`src/rtl/arb_pkg.sv`:
```
// arb_pkg: shared encodings and default widths for the memory arbiter
package arb_pkg;
  localparam int AW = 32;
  localparam int DW = 32;
  typedef enum logic {ST_IDLE, ST_ACCESS} state_t;
  typedef enum logic {OWN_FETCH, OWN_DATA} owner_t;
endpackage

```
`src/rtl/imem_dmem_arbiter_if.sv`:
```
// imem_dmem_arbiter_if: fetch, load/store and memory-side signals of the arbiter
interface imem_dmem_arbiter_if
  import arb_pkg::*;
#(
  parameter int AW = arb_pkg::AW,
  parameter int DW = arb_pkg::DW
);
  logic            i_req;
  logic [AW-1:0]   i_addr;
  logic            i_gnt;
  logic            i_rvalid;
  logic [DW-1:0]   i_rdata;
  logic            i_err;
  logic            d_req;
  logic            d_we;
  logic [AW-1:0]   d_addr;
  logic [DW-1:0]   d_wdata;
  logic [DW/8-1:0] d_wstrb;
  logic            d_gnt;
  logic            d_rvalid;
  logic [DW-1:0]   d_rdata;
  logic            d_err;
  logic            mem_req;
  logic            mem_we;
  logic [AW-1:0]   mem_addr;
  logic [DW-1:0]   mem_wdata;
  logic [DW/8-1:0] mem_wstrb;
  logic            mem_ready;
  logic [DW-1:0]   mem_rdata;
  logic            busy;
  modport slave (
    input  i_req, i_addr, d_req, d_we, d_addr, d_wdata, d_wstrb, mem_ready, mem_rdata,
    output i_gnt, i_rvalid, i_rdata, i_err, d_gnt, d_rvalid, d_rdata, d_err,
           mem_req, mem_we, mem_addr, mem_wdata, mem_wstrb, busy
  );
  modport master (
    output i_req, i_addr, d_req, d_we, d_addr, d_wdata, d_wstrb, mem_ready, mem_rdata,
    input  i_gnt, i_rvalid, i_rdata, i_err, d_gnt, d_rvalid, d_rdata, d_err,
           mem_req, mem_we, mem_addr, mem_wdata, mem_wstrb, busy
  );
endinterface

```
`src/rtl/arb_watchdog.sv`:
```
// arb_watchdog: counts access cycles and flags the last one allowed before abort
module arb_watchdog #(
  parameter int TIMEOUT = 64
)(
  input  logic clk,
  input  logic rst,
  input  logic i_clr,
  input  logic i_en,
  output logic o_expired
);
  localparam int CW = TIMEOUT > 1 ? $clog2(TIMEOUT) : 1;
  logic [CW-1:0] r_cnt;
  // Cycle counter, restarted on every grant so each access gets the full budget
  always_ff @(posedge clk or posedge rst) begin
    if (rst) r_cnt <= '0;
    else if (i_clr) r_cnt <= '0;
    else if (i_en) r_cnt <= r_cnt + 1'b1;
  end
  assign o_expired = (TIMEOUT > 0) && i_en && (r_cnt == CW'(TIMEOUT - 1));
endmodule

```
`src/rtl/imem_dmem_arbiter.sv`:
```
// imem_dmem_arbiter: shares one single-port memory between fetch and load/store paths
module imem_dmem_arbiter
  import arb_pkg::*;
#(
  parameter int AW              = arb_pkg::AW,
  parameter int DW              = arb_pkg::DW,
  parameter int MAX_DATA_STREAK = 4,
  parameter int TIMEOUT         = 64
)(
  input logic               clk,
  input logic               rst,
  imem_dmem_arbiter_if.slave bus
);
  localparam int SW = $clog2(MAX_DATA_STREAK + 1);
  localparam logic [SW-1:0] SMAX = SW'(MAX_DATA_STREAK);
  state_t          r_state, w_next;
  owner_t          r_owner;
  logic [SW-1:0]   r_streak;
  logic            r_mem_req, r_mem_we;
  logic [AW-1:0]   r_mem_addr;
  logic [DW-1:0]   r_mem_wdata;
  logic [DW/8-1:0] r_mem_wstrb;
  logic            r_i_rvalid, r_i_err, r_d_rvalid, r_d_err;
  logic [DW-1:0]   r_i_rdata, r_d_rdata;
  logic            w_idle, w_i_gnt, w_d_gnt, w_ok, w_expired, w_to, w_done;
  assign w_idle  = r_state == ST_IDLE;
  assign w_i_gnt = w_idle && bus.i_req && (!bus.d_req || r_streak == SMAX);
  assign w_d_gnt = w_idle && bus.d_req && !w_i_gnt;
  assign w_ok    = !w_idle && bus.mem_ready;
  assign w_to    = w_expired && !bus.mem_ready;
  assign w_done  = w_ok || w_to;
  arb_watchdog #(.TIMEOUT(TIMEOUT)) u_wd (
    .clk(clk),
    .rst(rst),
    .i_clr(w_i_gnt || w_d_gnt),
    .i_en(!w_idle),
    .o_expired(w_expired)
  );
  // State register
  always_ff @(posedge clk or posedge rst) begin
    if (rst) r_state <= ST_IDLE;
    else r_state <= w_next;
  end
  // Next state: IDLE leaves on any grant, ACCESS returns on completion or timeout
  always_comb begin
    w_next = w_idle ? ((w_i_gnt || w_d_gnt) ? ST_ACCESS : ST_IDLE) : (w_done ? ST_IDLE : ST_ACCESS);
  end
  // Data-grant streak; only counts while a fetch is actually being starved
  always_ff @(posedge clk or posedge rst) begin
    if (rst) r_streak <= '0;
    else if (w_i_gnt) r_streak <= '0;
    else if (w_d_gnt) r_streak <= !bus.i_req ? '0 : (r_streak == SMAX ? SMAX : r_streak + 1'b1);
  end
  // Access latching on grant and response capture on completion or abort
  always_ff @(posedge clk or posedge rst) begin
    if (rst) begin
      r_owner     <= OWN_FETCH;
      r_mem_req   <= 1'b0;
      r_mem_we    <= 1'b0;
      r_mem_addr  <= '0;
      r_mem_wdata <= '0;
      r_mem_wstrb <= '0;
      r_i_rvalid  <= 1'b0;
      r_i_err     <= 1'b0;
      r_i_rdata   <= '0;
      r_d_rvalid  <= 1'b0;
      r_d_err     <= 1'b0;
      r_d_rdata   <= '0;
    end else begin
      r_i_rvalid <= 1'b0;
      r_d_rvalid <= 1'b0;
      if (w_i_gnt || w_d_gnt) begin
        r_mem_req   <= 1'b1;
        r_mem_we    <= w_d_gnt && bus.d_we;
        r_mem_addr  <= w_d_gnt ? bus.d_addr : bus.i_addr;
        r_mem_wdata <= w_d_gnt ? bus.d_wdata : '0;
        r_mem_wstrb <= (w_d_gnt && bus.d_we) ? bus.d_wstrb : '0;
        r_owner     <= w_d_gnt ? OWN_DATA : OWN_FETCH;
      end
      if (w_done) begin
        r_mem_req <= 1'b0;
        if (r_owner == OWN_FETCH) begin
          r_i_rvalid <= 1'b1;
          r_i_err    <= w_to;
          r_i_rdata  <= w_ok ? bus.mem_rdata : '0;
        end else begin
          r_d_rvalid <= 1'b1;
          r_d_err    <= w_to;
          r_d_rdata  <= (w_ok && !r_mem_we) ? bus.mem_rdata : '0;
        end
      end
    end
  end
  assign bus.i_gnt     = w_i_gnt;
  assign bus.d_gnt     = w_d_gnt;
  assign bus.i_rvalid  = r_i_rvalid;
  assign bus.i_rdata   = r_i_rdata;
  assign bus.i_err     = r_i_err;
  assign bus.d_rvalid  = r_d_rvalid;
  assign bus.d_rdata   = r_d_rdata;
  assign bus.d_err     = r_d_err;
  assign bus.mem_req   = r_mem_req;
  assign bus.mem_we    = r_mem_we;
  assign bus.mem_addr  = r_mem_addr;
  assign bus.mem_wdata = r_mem_wdata;
  assign bus.mem_wstrb = r_mem_wstrb;
  assign bus.busy      = !w_idle || bus.i_req || bus.d_req;
endmodule

```
`src/flat_wrapper.sv`:
```
// flat-port wrapper written by rule: the top's interface ports become plain ports
module imem_dmem_arbiter_flat import arb_pkg::*;
#(
  parameter int AW              = arb_pkg::AW,
  parameter int DW              = arb_pkg::DW,
  parameter int MAX_DATA_STREAK = 4,
  parameter int TIMEOUT         = 64
)
  (clk, rst, bus_i_req, bus_i_addr, bus_d_req, bus_d_we, bus_d_addr, bus_d_wdata, bus_d_wstrb, bus_mem_ready, bus_mem_rdata, bus_i_gnt, bus_i_rvalid, bus_i_rdata, bus_i_err, bus_d_gnt, bus_d_rvalid, bus_d_rdata, bus_d_err, bus_mem_req, bus_mem_we, bus_mem_addr, bus_mem_wdata, bus_mem_wstrb, bus_busy);
  imem_dmem_arbiter_if #(.AW(AW), .DW(DW)) bus_i ();
  input logic clk;
  input logic rst;
  input wire logic [$bits(bus_i.i_req)-1:0] bus_i_req;
  input wire logic [$bits(bus_i.i_addr)-1:0] bus_i_addr;
  input wire logic [$bits(bus_i.d_req)-1:0] bus_d_req;
  input wire logic [$bits(bus_i.d_we)-1:0] bus_d_we;
  input wire logic [$bits(bus_i.d_addr)-1:0] bus_d_addr;
  input wire logic [$bits(bus_i.d_wdata)-1:0] bus_d_wdata;
  input wire logic [$bits(bus_i.d_wstrb)-1:0] bus_d_wstrb;
  input wire logic [$bits(bus_i.mem_ready)-1:0] bus_mem_ready;
  input wire logic [$bits(bus_i.mem_rdata)-1:0] bus_mem_rdata;
  output wire logic [$bits(bus_i.i_gnt)-1:0] bus_i_gnt;
  output wire logic [$bits(bus_i.i_rvalid)-1:0] bus_i_rvalid;
  output wire logic [$bits(bus_i.i_rdata)-1:0] bus_i_rdata;
  output wire logic [$bits(bus_i.i_err)-1:0] bus_i_err;
  output wire logic [$bits(bus_i.d_gnt)-1:0] bus_d_gnt;
  output wire logic [$bits(bus_i.d_rvalid)-1:0] bus_d_rvalid;
  output wire logic [$bits(bus_i.d_rdata)-1:0] bus_d_rdata;
  output wire logic [$bits(bus_i.d_err)-1:0] bus_d_err;
  output wire logic [$bits(bus_i.mem_req)-1:0] bus_mem_req;
  output wire logic [$bits(bus_i.mem_we)-1:0] bus_mem_we;
  output wire logic [$bits(bus_i.mem_addr)-1:0] bus_mem_addr;
  output wire logic [$bits(bus_i.mem_wdata)-1:0] bus_mem_wdata;
  output wire logic [$bits(bus_i.mem_wstrb)-1:0] bus_mem_wstrb;
  output wire logic [$bits(bus_i.busy)-1:0] bus_busy;
  assign bus_i.i_req = bus_i_req;
  assign bus_i.i_addr = bus_i_addr;
  assign bus_i.d_req = bus_d_req;
  assign bus_i.d_we = bus_d_we;
  assign bus_i.d_addr = bus_d_addr;
  assign bus_i.d_wdata = bus_d_wdata;
  assign bus_i.d_wstrb = bus_d_wstrb;
  assign bus_i.mem_ready = bus_mem_ready;
  assign bus_i.mem_rdata = bus_mem_rdata;
  assign bus_i_gnt = bus_i.i_gnt;
  assign bus_i_rvalid = bus_i.i_rvalid;
  assign bus_i_rdata = bus_i.i_rdata;
  assign bus_i_err = bus_i.i_err;
  assign bus_d_gnt = bus_i.d_gnt;
  assign bus_d_rvalid = bus_i.d_rvalid;
  assign bus_d_rdata = bus_i.d_rdata;
  assign bus_d_err = bus_i.d_err;
  assign bus_mem_req = bus_i.mem_req;
  assign bus_mem_we = bus_i.mem_we;
  assign bus_mem_addr = bus_i.mem_addr;
  assign bus_mem_wdata = bus_i.mem_wdata;
  assign bus_mem_wstrb = bus_i.mem_wstrb;
  assign bus_busy = bus_i.busy;
  imem_dmem_arbiter #(.AW(AW), .DW(DW), .MAX_DATA_STREAK(MAX_DATA_STREAK), .TIMEOUT(TIMEOUT)) u_core (.clk(clk), .rst(rst), .bus(bus_i));
endmodule
```
`config.mk`:
```
export PLATFORM = sky130hd
export DESIGN_NAME = imem_dmem_arbiter_flat
export DESIGN_NICKNAME = d
export VERILOG_FILES = /design/src/rtl/arb_pkg.sv /design/src/rtl/imem_dmem_arbiter_if.sv /design/src/rtl/arb_watchdog.sv /design/src/rtl/imem_dmem_arbiter.sv /design/src/flat_wrapper.sv
export SDC_FILE = /design/constraint.sdc
export NUM_CORES = 1
export LEC_CHECK = 0
export ABC_AREA = 0
export CAP_MARGIN = 10
export CORE_ASPECT_RATIO = 1.1
export CORE_MARGIN = 10
export CORE_UTILIZATION = 38
export CTS_CLUSTER_DIAMETER = 60
export DETAILED_ROUTE_END_ITERATION = 6
export GPL_ROUTABILITY_DRIVEN = 0
export PLACE_DENSITY_LB_ADDON = 0.25
export RECOVER_POWER = 25
export SLEW_MARGIN = 20
export SYNTH_ARGS = -nofsm -noshare
export SYNTH_HDL_FRONTEND = slang
export SYNTH_HIERARCHICAL = 1
export SYNTH_SLANG_ARGS = --single-unit
```
`constraint.sdc`:
```
create_clock -name clk -period 5.2 [get_ports clk]
set_input_delay 1.04 -clock clk [delete_from_list [all_inputs] [get_ports clk]]
set_output_delay 1.04 -clock clk [all_outputs]
set_load 0.1 [all_outputs]
```
==> metrics.md <==
| Metric | Value |
|---|---|
| Synth top area cells | dfrtp_1 60%, a22o_1 9.3%, nand2_1 6.1%, nand4b_1 4.5%, o211ai_1 3.9% |
| Pin count of the biggest net entering global routing | 120 |
| Post-Place Setup Slack | 1.61 ns |
| Post-CTS Setup Repair Bufs | 0 |
| CTS Sinks | 149 |
| Most frequent cell after synthesis | dfrtp_1 |
| Core area | 15,900 um^2 |
| Crit-path max FO | 36 |
| Final Setup Violations | 0 |
| Clk slew on worst S/H paths | 0.06 ns |
| Initial core utilization | 0.391 |
| CTS root buf | clkbuf_16 |
| Critical Path AT | 2.65 ns |
| Critical Path End Type | primary output |
| Top delay family on crit path | buffers and inverters |
| Hold depth | 1 |
| Slew Viols, Final | 120 |
| Final wirelength | 22,000 um |
| Antenna Nets Post-Route | 0 |
| Hold path start | u_core/bus.mem_req |
| R2r startpoint | u_core/r_state |
| Synth top area share | 0.601 |
| Fmax | 0.271 GHz |
| Num ports | 279 |
| Post-Syn Instances | 558 |
| Crit start category | register |
| Antenna cells | 0 |
| Top_reg_cell synth | dfrtp_1 |
| Die Y | 154 um |
| DR vias | 5,595 |
| Syn Nets | 699 |
| WHS | 0.487 ns |
| Fin crit share | 0.710 |
| Die area | 21,800 um^2 |
| Total CTS buffers | 17 |
| DRT Pass-1 Iters | 5 |
| Unrepaired setup endpoints after global routing | false |
| Setup Crit Path Kind | register to primary output |
| Seq/Total Area, Yosys | 0.601 |
| Vias in the first global route | 6,123 |
| Slew @ Worst Pin | roughly 2.5 ns |
| Cell breakdown of the critical path | inv_1 -> and3_2 -> buf_4 |
| # resized after CTS | 0 |
| Die Span X | 142 um |
| Max Clock Skew | 0.00788 ns |
| Crit path required time | 4.16 ns |
| Synthesis-to-layout area growth | 55.3% |
| # DRC | 0 |
| Largest area contributor in the netlist | dfrtp_1 |
| Mapped cell area | 6200 um^2 |
| Crit-path slowest cell | inv_1 |
| Number of library cell types mapped by synthesis | 31 |
| GRT overflow | 0 |
| Synth async-reset ratio | 1.00 |
| Synth cell count leaders | 149 x dfrtp_1, 100 x nand2_1, 66 x a22o_1 |
| Initial DRC Count | 300 |
| NumNets Final | 949 |
| Slew margin rel. | -0.684 |
| Yosys warns | 6 |
| Routed WL per cell | 21.6 um |
| RR Endpoint | u_core/bus.mem_addr[10] |
| Vias/cell | 5.49 |
| Setup WS post-layout | 1.51 ns |
| Failing checks | capacitance limit, slew limit |
| Worst Hold Class | register to register |
| Worst Path Buf+Inv | 2 |
| Final worst path period need | 3.69 ns |
| Cts hold-fix bufs | 0 |
| Hold Fails Final Rpt | 0 |
| FP Rows | 48 |
| Status | complete, but fails checks |
| Worst Hold Path EP | u_core/bus.mem_req |
| TritonCTS clock tree | yes |
| Overall Global Routing Usage | 0.196 |
| Register bit total from synthesis | 149 |
| Post-route setup TNS | 0 ns |
| Share of cells above drive strength 1 | 0.0585 |
| Initial antenna violation count | 0 |
| Number of enable flip-flop cells after synthesis | 0 |
| Port bufs | 278 |
| Max Root-Sink Buffers | 2 |
| Reg2Reg Setup Slack | approximately 2.3 ns |
| DP HPWL | 15,700 um |
| Clock latency on the worst-skew pair | 0.42 ns |
| CP peak stage delay | 0.93 ns |
| First-pass GRT wire length | 34,300 um |
| MaxCap Viol Count | 1 |
| R2r worst-path depth | 4 |
| Mapped Avg Cell Area | around 11 um^2 |
| Number of H-tree levels | 4 |
-- layout by cell type, fill, tap and decap left out --
cell / netlist / final
clkdlybuf4s50_1: 0 / 274
dfrtp_1: 149 / 149
nand2_1: 100 / 100
a22o_1: 66 / 66
o21ai_0: 38 / 38
nand4_1: 34 / 34
nand4b_1: 32 / 32
o211ai_1: 32 / 32
clkbuf_16: 0 / 17
buf_4: 0 / 11
nor2_1: 9 / 9
inv_1: 7 / 7
a32o_1: 5 / 5
clkinvlp_4: 0 / 4
clkinv_2: 0 / 4
nand3_1: 4 / 4
bufinv_16: 0 / 3
a21oi_1: 3 / 3
ha_1: 3 / 3
xor2_1: 3 / 3
clkinv_4: 0 / 2
or3_1: 2 / 2
clkbuf_1: 29 / 1
inv_6: 0 / 1
dlygate4sd3_1: 0 / 1
mux2i_2: 0 / 1
and2_1: 2 / 1
or2_2: 0 / 1
and2_2: 0 / 1
o21bai_4: 0 / 1
inv_2: 2 / 1
and3_2: 0 / 1
nor2b_1: 1 / 1
a21boi_0: 1 / 1
o31ai_1: 1 / 1
o21a_1: 1 / 1
a21o_1: 1 / 1
o22ai_1: 1 / 1
mux2i_1: 2 / 1
xnor2_1: 1 / 1
-- stage by stage --
| stage | util | cell area (um^2) | std cells |
|---|---|---|---|
| floorplan | - | 6200 | 558 |
| global placement | 0.570 | 9040 | 989 |
| detailed placement | 0.570 | 9040 | 989 |
| CTS | 0.608 | 9630 | 1020 |
| global route | 0.608 | 9630 | 1020 |
| finish | 0.608 | 9630 | 1020 |
-- layout make-up --
type | instances | area [um^2]
sequential | 149 | 3730
multi-input combinational | 345 | 2190
clock inverter | 13 | 159
tap | 200 | 250
clock buffer | 18 | 429
inverter | 9 | 37.5
fill | 1282 | 6220
timing repair buffer | 286 | 2840
-- state kept, by name, summed over array words and instances, names as in the netlist, 3 cells and up --
name / count
u_core/bus.i_rdata: 32
u_core/u_wd/r_cnt: 6
u_core/bus.d_rdata: 32
u_core/r_streak: 3
u_core/bus.mem_wstrb: 4
u_core/bus.mem_addr: 32
u_core/bus.mem_wdata: 32
-- worst max-delay path by stage --
stage / depth (start not counted) / to / slack [ns] / startpoint
finish: 3 / bus_d_gnt / 1.51 / u_core/r_state
detailed placement: 3 / bus_busy / 1.61 / bus_d_req
global placement: 3 / bus_busy / 1.62 / bus_d_req
floorplan: 1 / u_core/bus.d_err / 0.32 / rst
global route: 3 / bus_d_gnt / 1.37 / u_core/r_state
CTS: 1 / bus_mem_we / 1.54 / u_core/bus.mem_we
-- cells by family after synthesis --
group / count (synthesis) / share of synthesized area
simple gates: 186 / 0.156
compound gates: 150 / 0.180
flops: 149 / 0.601
buf+inv: 64 / 0.0480
xor+xnor: 4 / 0.00565
fa+ha+maj: 3 / 0.00605
mux: 2 / 0.00323
-- routing by layer --
layer,GRT usage,routed length [um]
met5,0,0
met3,0.101,2600
met2,0.301,10300
met1,0.228,8690
met4,0.0716,454
Power is left out: the tool's default activity adds up to more than one toggle a clock period on the data nets, which glitch-free logic cannot reach.
